$ cat src/rtl/alu_ctrl_pkg.sv
// Shared constants for the ALU-control decode stage.
// Holds the 5-bit ALU control codes, the alu_op selector values and the
// funct7 patterns that distinguish base, alternate (SUB/SRA) and RV32M ops.
package alu_ctrl_pkg;

    localparam int CODE_W = 5;

    // ALU control codes
    localparam logic [CODE_W-1:0] ALU_AND    = 5'd0;
    localparam logic [CODE_W-1:0] ALU_OR     = 5'd1;
    localparam logic [CODE_W-1:0] ALU_XOR    = 5'd2;
    localparam logic [CODE_W-1:0] ALU_ADD    = 5'd3;
    localparam logic [CODE_W-1:0] ALU_SUB    = 5'd4;
    localparam logic [CODE_W-1:0] ALU_SLL    = 5'd5;
    localparam logic [CODE_W-1:0] ALU_SRL    = 5'd6;
    localparam logic [CODE_W-1:0] ALU_SLT    = 5'd7;
    localparam logic [CODE_W-1:0] ALU_SLTU   = 5'd8;
    localparam logic [CODE_W-1:0] ALU_SRA    = 5'd9;
    localparam logic [CODE_W-1:0] ALU_BEQ    = 5'd10;
    localparam logic [CODE_W-1:0] ALU_BNE    = 5'd11;
    localparam logic [CODE_W-1:0] ALU_BLT    = 5'd12;
    localparam logic [CODE_W-1:0] ALU_BLTU   = 5'd13;
    localparam logic [CODE_W-1:0] ALU_BGE    = 5'd14;
    localparam logic [CODE_W-1:0] ALU_BGEU   = 5'd15;
    localparam logic [CODE_W-1:0] ALU_MUL    = 5'd16;
    localparam logic [CODE_W-1:0] ALU_MULH   = 5'd17;
    localparam logic [CODE_W-1:0] ALU_MULHSU = 5'd18;
    localparam logic [CODE_W-1:0] ALU_MULHU  = 5'd19;
    localparam logic [CODE_W-1:0] ALU_DIV    = 5'd20;
    localparam logic [CODE_W-1:0] ALU_DIVU   = 5'd21;
    localparam logic [CODE_W-1:0] ALU_REM    = 5'd22;
    localparam logic [CODE_W-1:0] ALU_REMU   = 5'd23;

    // alu_op selector values
    localparam logic [1:0] ALU_OP_ADD    = 2'b00;
    localparam logic [1:0] ALU_OP_FUNCT  = 2'b01;
    localparam logic [1:0] ALU_OP_SUB    = 2'b10;
    localparam logic [1:0] ALU_OP_BRANCH = 2'b11;

    // funct7 patterns
    localparam logic [6:0] FUNCT7_BASE   = 7'b0000000;
    localparam logic [6:0] FUNCT7_ALT    = 7'b0100000;
    localparam logic [6:0] FUNCT7_MULDIV = 7'b0000001;

endpackage

$ cat src/rtl/alu_ctrl_decode.sv
// Purely combinational ALU-control decoder.
// Ports: alu_op/funct_3/funct_7/op_is_reg in; alu_ctrl (CTRL_W, zero-extended
// 5-bit code) and illegal out. Illegal encodings always report ADD.
module alu_ctrl_decode
    import alu_ctrl_pkg::*;
#(
    parameter int CTRL_W   = 5,
    parameter bit ENABLE_M = 1'b1
) (
    input  logic [1:0]        alu_op,
    input  logic [2:0]        funct_3,
    input  logic [6:0]        funct_7,
    input  logic              op_is_reg,
    output logic [CTRL_W-1:0] alu_ctrl,
    output logic              illegal
);

    logic [CODE_W-1:0] code_s;
    logic              illegal_s;

    // Decode table: select a code, then flag encodings outside the ISA
    always_comb begin
        code_s    = ALU_ADD;
        illegal_s = 1'b0;
        case (alu_op)
            ALU_OP_ADD: code_s = ALU_ADD;
            ALU_OP_SUB: code_s = ALU_SUB;
            ALU_OP_FUNCT: begin
                if (op_is_reg && (funct_7 == FUNCT7_MULDIV)) begin
                    // RV32M ops are laid out contiguously in funct3 order
                    if (ENABLE_M) begin
                        code_s = ALU_MUL + {2'b00, funct_3};
                    end else begin
                        illegal_s = 1'b1;
                    end
                end else begin
                    case (funct_3)
                        3'b000: begin
                            if (op_is_reg && (funct_7 == FUNCT7_ALT)) begin
                                code_s = ALU_SUB;
                            end else begin
                                code_s = ALU_ADD;
                            end
                        end
                        3'b001: code_s = ALU_SLL;
                        3'b010: code_s = ALU_SLT;
                        3'b011: code_s = ALU_SLTU;
                        3'b100: code_s = ALU_XOR;
                        3'b101: begin
                            if (funct_7 == FUNCT7_ALT) begin
                                code_s = ALU_SRA;
                            end else begin
                                code_s = ALU_SRL;
                            end
                        end
                        3'b110: code_s = ALU_OR;
                        3'b111: code_s = ALU_AND;
                        default: code_s = ALU_ADD;
                    endcase
                    if (op_is_reg) begin
                        // R-type: only base, or alternate on ADD/SRL slots
                        if ((funct_7 == FUNCT7_BASE) ||
                            ((funct_7 == FUNCT7_ALT) &&
                             ((funct_3 == 3'b000) || (funct_3 == 3'b101)))) begin
                            illegal_s = 1'b0;
                        end else begin
                            illegal_s = 1'b1;
                        end
                    end else begin
                        // I-type: funct7 is immediate except for shifts
                        if ((funct_3 == 3'b001) && (funct_7 != FUNCT7_BASE)) begin
                            illegal_s = 1'b1;
                        end else if ((funct_3 == 3'b101) && (funct_7 != FUNCT7_BASE) &&
                                     (funct_7 != FUNCT7_ALT)) begin
                            illegal_s = 1'b1;
                        end else begin
                            illegal_s = 1'b0;
                        end
                    end
                end
            end
            ALU_OP_BRANCH: begin
                case (funct_3)
                    3'b000: code_s = ALU_BEQ;
                    3'b001: code_s = ALU_BNE;
                    3'b100: code_s = ALU_BLT;
                    3'b101: code_s = ALU_BGE;
                    3'b110: code_s = ALU_BLTU;
                    3'b111: code_s = ALU_BGEU;
                    default: illegal_s = 1'b1;
                endcase
            end
            default: code_s = ALU_ADD;
        endcase
        if (illegal_s) begin
            code_s = ALU_ADD;
        end else begin
            code_s = code_s;
        end
    end

    assign alu_ctrl = CTRL_W'(code_s);
    assign illegal  = illegal_s;

endmodule

$ cat src/rtl/alu_decode_stage.sv
// Registered, flow-controlled ALU-control decode stage.
// Ports: i_clk, i_rst_n (async, active low), i_flush (sync);
// upstream i_valid/o_ready with i_alu_op, i_funct_3, i_funct_7, i_op_is_reg,
// i_tag; downstream o_valid/i_ready with o_alu_ctrl, o_illegal, o_tag;
// o_count is FIFO occupancy. Requests are decoded on push and buffered in a
// DEPTH-entry FIFO. All outputs come straight from flops.
module alu_decode_stage
    import alu_ctrl_pkg::*;
#(
    parameter int CTRL_W   = 5,
    parameter int TAG_W    = 32,
    parameter int DEPTH    = 2,
    parameter bit ENABLE_M = 1'b1
) (
    input  logic                       i_clk,
    input  logic                       i_rst_n,
    input  logic                       i_flush,
    input  logic                       i_valid,
    output logic                       o_ready,
    input  logic [1:0]                 i_alu_op,
    input  logic [2:0]                 i_funct_3,
    input  logic [6:0]                 i_funct_7,
    input  logic                       i_op_is_reg,
    input  logic [TAG_W-1:0]           i_tag,
    output logic                       o_valid,
    input  logic                       i_ready,
    output logic [CTRL_W-1:0]          o_alu_ctrl,
    output logic                       o_illegal,
    output logic [TAG_W-1:0]           o_tag,
    output logic [$clog2(DEPTH+1)-1:0] o_count
);

    localparam int PTR_W = (DEPTH > 1) ? $clog2(DEPTH) : 1;
    localparam int CNT_W = $clog2(DEPTH + 1);

    logic [CTRL_W-1:0] ctrl_mem_r [DEPTH];
    logic              ill_mem_r  [DEPTH];
    logic [TAG_W-1:0]  tag_mem_r  [DEPTH];

    logic [PTR_W-1:0]  wr_ptr_r, rd_ptr_r, wr_ptr_s, rd_ptr_s;
    logic [CNT_W-1:0]  count_r, count_s;
    logic              valid_r, ready_r;
    logic [CTRL_W-1:0] head_ctrl_r, head_ctrl_s, dec_ctrl_s;
    logic              head_ill_r, head_ill_s, dec_ill_s;
    logic [TAG_W-1:0]  head_tag_r, head_tag_s;
    logic              push_s, pop_s;

    // Pointer advance with explicit wrap so DEPTH=1 also works
    function automatic logic [PTR_W-1:0] ptr_inc(input logic [PTR_W-1:0] p);
        return (p == PTR_W'(DEPTH - 1)) ? {PTR_W{1'b0}} : p + PTR_W'(1);
    endfunction

    alu_ctrl_decode #(
        .CTRL_W   (CTRL_W),
        .ENABLE_M (ENABLE_M)
    ) u_decode (
        .alu_op    (i_alu_op),
        .funct_3   (i_funct_3),
        .funct_7   (i_funct_7),
        .op_is_reg (i_op_is_reg),
        .alu_ctrl  (dec_ctrl_s),
        .illegal   (dec_ill_s)
    );

    // ready/valid are flops, so push never depends on i_ready
    assign push_s = i_valid & ready_r;
    assign pop_s  = valid_r & i_ready;

    // Next-state for pointers, count and the head-of-queue output registers
    always_comb begin
        wr_ptr_s   = wr_ptr_r;
        rd_ptr_s   = rd_ptr_r;
        count_s    = count_r;
        head_ctrl_s = head_ctrl_r;
        head_ill_s  = head_ill_r;
        head_tag_s  = head_tag_r;
        if (i_flush) begin
            wr_ptr_s = {PTR_W{1'b0}};
            rd_ptr_s = {PTR_W{1'b0}};
            count_s  = {CNT_W{1'b0}};
        end else begin
            if (push_s) begin
                wr_ptr_s = ptr_inc(wr_ptr_r);
            end else begin
                wr_ptr_s = wr_ptr_r;
            end
            if (pop_s) begin
                rd_ptr_s = ptr_inc(rd_ptr_r);
            end else begin
                rd_ptr_s = rd_ptr_r;
            end
            case ({push_s, pop_s})
                2'b10:   count_s = count_r + CNT_W'(1);
                2'b01:   count_s = count_r - CNT_W'(1);
                default: count_s = count_r;
            endcase
            // Head reloads from the new read slot; if that slot is being
            // written this cycle the incoming entry is forwarded. When the
            // FIFO drains the head keeps its last value.
            if (count_s != {CNT_W{1'b0}}) begin
                if (push_s && (wr_ptr_r == rd_ptr_s)) begin
                    head_ctrl_s = dec_ctrl_s;
                    head_ill_s  = dec_ill_s;
                    head_tag_s  = i_tag;
                end else begin
                    head_ctrl_s = ctrl_mem_r[rd_ptr_s];
                    head_ill_s  = ill_mem_r[rd_ptr_s];
                    head_tag_s  = tag_mem_r[rd_ptr_s];
                end
            end else begin
                head_ctrl_s = head_ctrl_r;
            end
        end
    end

    // Control state and head output registers
    always_ff @(posedge i_clk or negedge i_rst_n) begin
        if (!i_rst_n) begin
            wr_ptr_r    <= {PTR_W{1'b0}};
            rd_ptr_r    <= {PTR_W{1'b0}};
            count_r     <= {CNT_W{1'b0}};
            valid_r     <= 1'b0;
            ready_r     <= 1'b1;
            head_ctrl_r <= {CTRL_W{1'b0}};
            head_ill_r  <= 1'b0;
            head_tag_r  <= {TAG_W{1'b0}};
        end else begin
            wr_ptr_r    <= wr_ptr_s;
            rd_ptr_r    <= rd_ptr_s;
            count_r     <= count_s;
            valid_r     <= (count_s != {CNT_W{1'b0}});
            ready_r     <= (count_s != CNT_W'(DEPTH));
            head_ctrl_r <= head_ctrl_s;
            head_ill_r  <= head_ill_s;
            head_tag_r  <= head_tag_s;
        end
    end

    // FIFO storage, written at push with the decoded entry
    always_ff @(posedge i_clk or negedge i_rst_n) begin
        if (!i_rst_n) begin
            for (int i = 0; i < DEPTH; i++) begin
                ctrl_mem_r[i] <= {CTRL_W{1'b0}};
                ill_mem_r[i]  <= 1'b0;
                tag_mem_r[i]  <= {TAG_W{1'b0}};
            end
        end else if (push_s && !i_flush) begin
            ctrl_mem_r[wr_ptr_r] <= dec_ctrl_s;
            ill_mem_r[wr_ptr_r]  <= dec_ill_s;
            tag_mem_r[wr_ptr_r]  <= i_tag;
        end
    end

    assign o_ready    = ready_r;
    assign o_valid    = valid_r;
    assign o_count    = count_r;
    assign o_alu_ctrl = head_ctrl_r;
    assign o_illegal  = head_ill_r;
    assign o_tag      = head_tag_r;

endmodule

$ cat config.mk
export PLATFORM = sky130hd
export DESIGN_NAME = alu_decode_stage
export DESIGN_NICKNAME = d
export VERILOG_FILES = /design/src/rtl/alu_ctrl_pkg.sv /design/src/rtl/alu_ctrl_decode.sv /design/src/rtl/alu_decode_stage.sv
export SDC_FILE = /design/constraint.sdc
export NUM_CORES = 1
export LEC_CHECK = 0
export BUFFER_PORTS_ARGS = -buffer_cell sky130_fd_sc_hd__buf_2
export CAP_MARGIN = 20
export CORE_UTILIZATION = 55
export DETAILED_ROUTE_END_ITERATION = 10
export GPL_ROUTABILITY_DRIVEN = 0
export HOLD_SLACK_MARGIN = 0.03
export PLACE_DENSITY = 0.88
export SYNTH_ARGS = -nofsm -noshare
export SYNTH_HDL_FRONTEND = slang
export SYNTH_SLANG_ARGS = --single-unit
$ cat constraint.sdc
create_clock -name i_clk -period 5.2 [get_ports i_clk]
set_clock_uncertainty 0.2 [all_clocks]
set_input_delay 0.78 -clock i_clk [delete_from_list [all_inputs] [get_ports i_clk]]
set_output_delay 0.78 -clock i_clk [all_outputs]
set_load 0.005 [all_outputs]
Word level (Yosys, flattened, before mapping)
Cells that the tools add are included.
- $add $sub $neg: 5
- bitwise logic cells: 5
- equal/unequal tests: 17
- order comparisons: 3
- mux-type cells: 45
- reduce and logical (&&, ||, !) cells: 21
- operators by type and width (operator ; count):
    32-bit 2-to-1 mux ; 5
    64-bit bitwise mux ; 1
    5-bit case mux with 8 select lines ; 1
    5-bit 2-to-1 mux ; 7
    32-bit demux with 1-bit select ; 1
    4-bit case mux with 6 select lines ; 1
    5-bit case mux with 4 select lines ; 1
    1-bit 2-to-1 mux ; 18
    3-bit == test (second input constant) ; 4
    10-bit bitwise mux ; 1
    1-bit logical AND ; 9
    7-bit by 1-bit == test with 1-bit output (second input constant) ; 1
    7-bit by 6-bit == test with 1-bit output (second input constant) ; 1
    7-bit zero test ; 1
    7-bit by 6-bit inequality test with 1-bit output (second input constant) ; 1
    7-bit nonzero test ; 1
    2-bit == test (second input constant) ; 3
    3-bit by 2-bit == test with 1-bit output (second input constant) ; 2
    2-bit nonzero test ; 3
    6-bit OR reduction ; 1
    5-bit by 3-bit adder with 5-bit output (first input constant) ; 1
    5-bit demux with 1-bit select ; 1
    2-bit by 1-bit == test with 1-bit output (second input constant) ; 2
    2-bit greater-or-equal comparator (second input constant) ; 2
    other kinds (22) ; 27
- bits in registers: 120
- input bits: 50
- output and inout bits: 42
- logic and storage cells: 110

Logic depth before layout (Yosys ltp)
- depth after elaboration: 10
- mapped depth: 10
- depth with buffers taken out: 9

Modules after synthesis
Synthesis repeated with hierarchy kept, for this count alone.
- cells, all modules: 548
- area total of the unflattened synthesis: 6065.8 sq um
- modules (own cells, without submodules) (module ; cells an instance ; area each (sq um) ; sequential area each (sq um) ; times used):
    alu_decode_stage ; 493 ; 5706.7 ; 3004.1 ; 1
    alu_ctrl_decode ; 55 ; 359.1 ; 0.0 ; 1

Worst setup path before layout
OpenSTA, ideal clock, no wires.
- path kind: input to register
- start point: in i_ready
- end point: reg head_ctrl_r[3], in the netlist o_alu_ctrl[3]
- library setup time: 0.087 ns
- setup slack: 2.479 ns
- required time: 4.913 ns
- stages: 9
- path buffers: 1
- arrival time: 2.435 ns
- cells stage by stage: and2_1 -> ha_1 -> xor2_1 -> nand2_1 -> nor2_1 -> or3_1 -> clkbuf_1 -> or3_1 -> o211ai_1
- word-level cells in the longest chain between the ends: 8
- elaborated cells on any way between the ends: 16
- those cells by class: 3 x eq/ne; 8 x mux; 2 x bitwise; 3 x reduce/logical
- RTL lines (item ; RTL line ; text):
    start, declared ; alu_decode_stage.sv:26 ; input logic i_ready,
    1-bit bitwise AND * ; alu_decode_stage.sv:67 ; assign pop_s = valid_r & i_ready;
    1-bit 2-to-1 mux ; alu_decode_stage.sv:87 ; if (pop_s) begin
    1-bit 2-to-1 mux ; alu_decode_stage.sv:77 ; if (i_flush) begin
    1-bit inverter with 2-bit output (implied by the code) ; alu_decode_stage.sv:106 ; head_ctrl_s = ctrl_mem_r[rd_ptr_s];
    5-bit 2-to-1 mux (implied by the code) (3 in a row) ; alu_decode_stage.sv:106 ;
    5-bit 2-to-1 mux ; alu_decode_stage.sv:101 ; if (push_s && (wr_ptr_r == rd_ptr_s)) begin
    end signal, assigned ; alu_decode_stage.sv:124 ; head_ctrl_r <= {CTRL_W{1'b0}};
    end signal, assigned ; alu_decode_stage.sv:133 ; head_ctrl_r <= head_ctrl_s;
    end, declared ; alu_decode_stage.sv:43 ; logic [CTRL_W-1:0] head_ctrl_r, head_ctrl_s, dec_ctrl_s;
Mark *: on every way between the ends. The rest lies on a longest branch, timed or not. The select of a mux whose other input is x is not followed.
A chain may end at the register's enable or synchronous reset.

Worst setup path after layout
- start point: reg ready_r, in the netlist o_ready
- end point: reg head_ctrl_r[1], in the netlist o_alu_ctrl[1]
- word-level cells in the longest chain between the ends: 6
- elaborated cells on any way between the ends: 9
- those cells by class: 2 x eq/ne; 3 x mux; 1 x bitwise; 3 x reduce/logical
- RTL lines (item ; RTL line ; text):
    start, declared ; alu_decode_stage.sv:42 ; logic valid_r, ready_r;
    start signal, assigned ; alu_decode_stage.sv:132 ; ready_r <= (count_s != CNT_W'(DEPTH));
    1-bit bitwise AND * ; alu_decode_stage.sv:66 ; assign push_s = i_valid & ready_r;
    2-bit by 1-bit == test with 1-bit output or 2-bit == test (tied branches) ; alu_decode_stage.sv:92 ; case ({push_s, pop_s})
    2-bit case mux with 2 select lines ; alu_decode_stage.sv:92 ;
    2-bit 2-to-1 mux ; alu_decode_stage.sv:77 ;
    2-bit nonzero test ; alu_decode_stage.sv:100 ; if (count_s != {CNT_W{1'b0}}) begin
    2-bit AND reduction (no source line) ; - ;
Marks and branches as above.

==> flow_metrics.tcl <==
set metrics [dict create \
    final_common_cell "nand2_1" \
    synth_edf_count 0 \
    worstHoldPathType "primary input to asynchronous set/reset pin" \
    synth.ff_latch_count 120 \
    tritoncts "yes" \
    drc_errors 0 \
    die_y_microns 103 \
    dieArea_sq_um 10600 \
    fillers 717 \
    finalSetupViolCount 0 \
    cp-end-kind "flop" \
    fp.dieW_microns 103 \
    timing.setup.tns_ps 0 \
    path_common_cell "nand2_1" \
    placedCellCount 775 \
    port_buffers 91 \
    critPathMaxFanout 77 \
    synth_ff_type "dfrtp_1" \
    cts_max_level 4 \
    drtIter0Drc 276 \
    final_nets 712 \
    synth_compound_area_frac 0.117 \
    antenna_found_initial 1 \
    grt_start_max_net_pins 81 \
    cp.buffers_inverters 1 \
    placementRows 36 \
    start_kind "flop" \
    slowest_delay_ps 520 \
    postCtsSetupBuffers 0 \
    hold_ws_ps 211 \
    worstSetupPathType "flop to flop" \
    ios 92 \
    cap_viol_max_count 0 \
    power.internal_uw 2590 \
    grt_usage 0.267 \
    synth_top_family_by_area "simple AND/OR/NAND/NOR gates" \
    clockPowerShare 0.293 \
    r2r_cells 9 \
    drt-total-wl_mm 12.9 \
    grt_pass1_vias 4534 \
    synth_warnings 0 \
    synthCells 585 \
    syn_area_sq_um 5620 \
    clkLatencyLatePin_ps 530 \
    numCtsBuffers 17 \
    final_max_slew_viol_count 0 \
    grt_overflow_total 0 \
    synth-xor-area-share 0.0134 \
    clockBufferDepth 2 \
    crit_required_ps 5440 \
    stdcell_count 808 \
    outcome "complete, no violations" \
    ctsResizeCount 0 \
    hold_buffers 0 \
    cp.arrival_ps 3120 \
    p_leak_uw 0.00342 \
    p_sw_uw 1330 \
    synthesis.nets 636 \
    yosys.area_share.simple 0.168 \
    core_sq_um 9820 \
    seq_power_share 0.397 \
    vias 4573 \
    swShare 0.340 \
    root_buffer "clkbuf_8" \
    drive_gt1_frac 0.257 \
    cp_top_family "simple AND/OR/NAND/NOR gates" \
    synthAdderAreaFrac 0.00223 \
    grt_pass1_wl_mm 21.4 \
    slowest_stage "dfstp_2" \
    cp_num_cells 9 \
    numClockSinks 120 \
    dp_hpwl_mm 7.67 \
    final_cell_mix "nand2_1, dfrtp_1, buf_2, o21ai_0, nor2_1" \
    multi_input_area_sq_um 2450 \
    synth_cell_types 49 \
    area_delta_synth_final_pct 19.5 \
    clk_pin_slew_ps 60 \
    vias_per_cell 5.66 \
    avgSynthCellArea_sq_um 9.61 \
    slew_headroom 0.290 \
    rsz0062_at_grt "no" \
    yosysSeqAreaShare 0.535 \
    async_flop_share 1.00 \
    path_cells "nand2_1 -> ha_1 -> xor2_1 -> nand2_1 -> nor2_1 -> or3_2 -> buf_4 -> or3_1 -> o211ai_1" \
    seqCellArea_sq_um 3000 \
    pwr-share-comb 0.310 \
    finalWorstPathRequiredPeriod_ps 2880 \
    start_util 0.572 \
    fmax_ghz 0.348 \
    drtAntennaViolNets 0 \
    hold_violations 0 \
    power-per-cell-area_nw_per_um2 583 \
    synth_mux_area_frac 0.130 \
    ir_drop_v 0.000326 \
    tightest_slew_ps 1060 \
    detail_route.wl_per_cell_microns 16.0 \
    dr.pass1.iters 4 \
    period_share 0.553 \
]
## per-layer routing
metal | global-route usage | wire length (microns) | vias to the layer above
met3 | 0.0637 | 650 | 28
met5 | 0 | 0 | -
li1 | - | - | 2143
met4 | 0.119 | 300 | 0
met2 | 0.439 | 6530 | 147
met1 | 0.338 | 5410 | 2255
## worst paths after layout
check                                          startpoint                         to  slack, ps
worst min register to register  o_alu_ctrl[0]$_DFFE_PN0P_  o_alu_ctrl[0]$_DFFE_PN0P_        280
worst max register to register          o_ready$_DFF_PN1_  o_alu_ctrl[1]$_DFFE_PN0P_       2320
worst max-delay path                    o_ready$_DFF_PN1_  o_alu_ctrl[1]$_DFFE_PN0P_       2320
max in group asynchronous                         i_rst_n  tag_mem_r[31]$_DFFE_PN0P_       3480
worst min-delay path                              i_rst_n  tag_mem_r[55]$_DFFE_PN0P_        210
min in group i_clk                              i_tag[25]  tag_mem_r[57]$_DFFE_PN0P_        270
## logic make-up after synthesis
| kind of cell | count (synthesis) |
|---|---|
| AND/OR/NAND/NOR | 226 |
| flip-flops | 120 |
| AO/OA/AOI/OAI | 118 |
| multiplexers | 69 |
| buffers and inverters | 44 |
| XOR/XNOR | 7 |
| adder cells (fa/ha/maj) | 1 |
## per-stage QoR
stage | util | total power [uW] | setup WS (ps) | area (sq um)
global route | 0.684 | 4170 | 2130 | 6720
detailed placement | 0.624 | 2750 | 1960 | 6130
finish | 0.684 | 3910 | 2320 | 6720
global placement | 0.624 | 2650 | 2060 | 6130
CTS | 0.684 | 3920 | 2310 | 6720
floorplan | - | 2350 | 2480 | 5620
## Yosys cell counts (2+ instances only)
| master | count | area [sq um] |
|---|---|---|
| nor2_1 | 42 | 158 |
| xor2_1 | 3 | 26.3 |
| xnor2_1 | 3 | 26.3 |
| a31oi_1 | 4 | 25.0 |
| o21ai_1 | 7 | 35.0 |
| buf_2 | 11 | 55.1 |
| or3_1 | 6 | 37.5 |
| mux2_2 | 34 | 383 |
| mux2i_1 | 35 | 350 |
| nand3_1 | 2 | 10.0 |
| and3_1 | 3 | 18.8 |
| a211oi_1 | 2 | 15.0 |
| nor3b_1 | 2 | 15.0 |
| clkbuf_1 | 24 | 90.1 |
| buf_4 | 2 | 15.0 |
| o21ai_0 | 50 | 250 |
| nor2b_1 | 3 | 18.8 |
| dfrtp_1 | 119 | 2980 |
| o22ai_1 | 2 | 12.5 |
| a21oi_1 | 39 | 195 |
| inv_1 | 5 | 18.8 |
| nand2_1 | 155 | 582 |
| nand2b_1 | 3 | 18.8 |
| o211ai_1 | 3 | 22.5 |
| a21o_1 | 2 | 15.0 |
## sequential cells by signal (all words and copies together) (netlist names)
register,cells
ctrl_mem_r,10
ill_mem_r,2
o_alu_ctrl,5
o_count,2
o_illegal,1
o_ready,1
o_tag,32
o_valid,1
rd_ptr_r,1
tag_mem_r,64
wr_ptr_r,1
## layout make-up
cell class,count,share of cell area
multi-input combinational,421,0.364
sequential,120,0.447
clock inverter,12,0.0209
tap,133,0.0248
antenna,1,0.000372
timing repair buffer,96,0.0737
inverter,5,0.00279
clock buffer,20,0.0663
## power by group through the flow
stage,combinational [uW],clock (uW),sequential (uW)
after global placement,1130,0,1520
after CTS,1220,1150,1550
after floorplan,837,0,1520
after detailed placement,1190,0,1560
after global routing,1380,1200,1590
final,1210,1150,1550
Note: power is estimated with default switching activity, not from simulation.
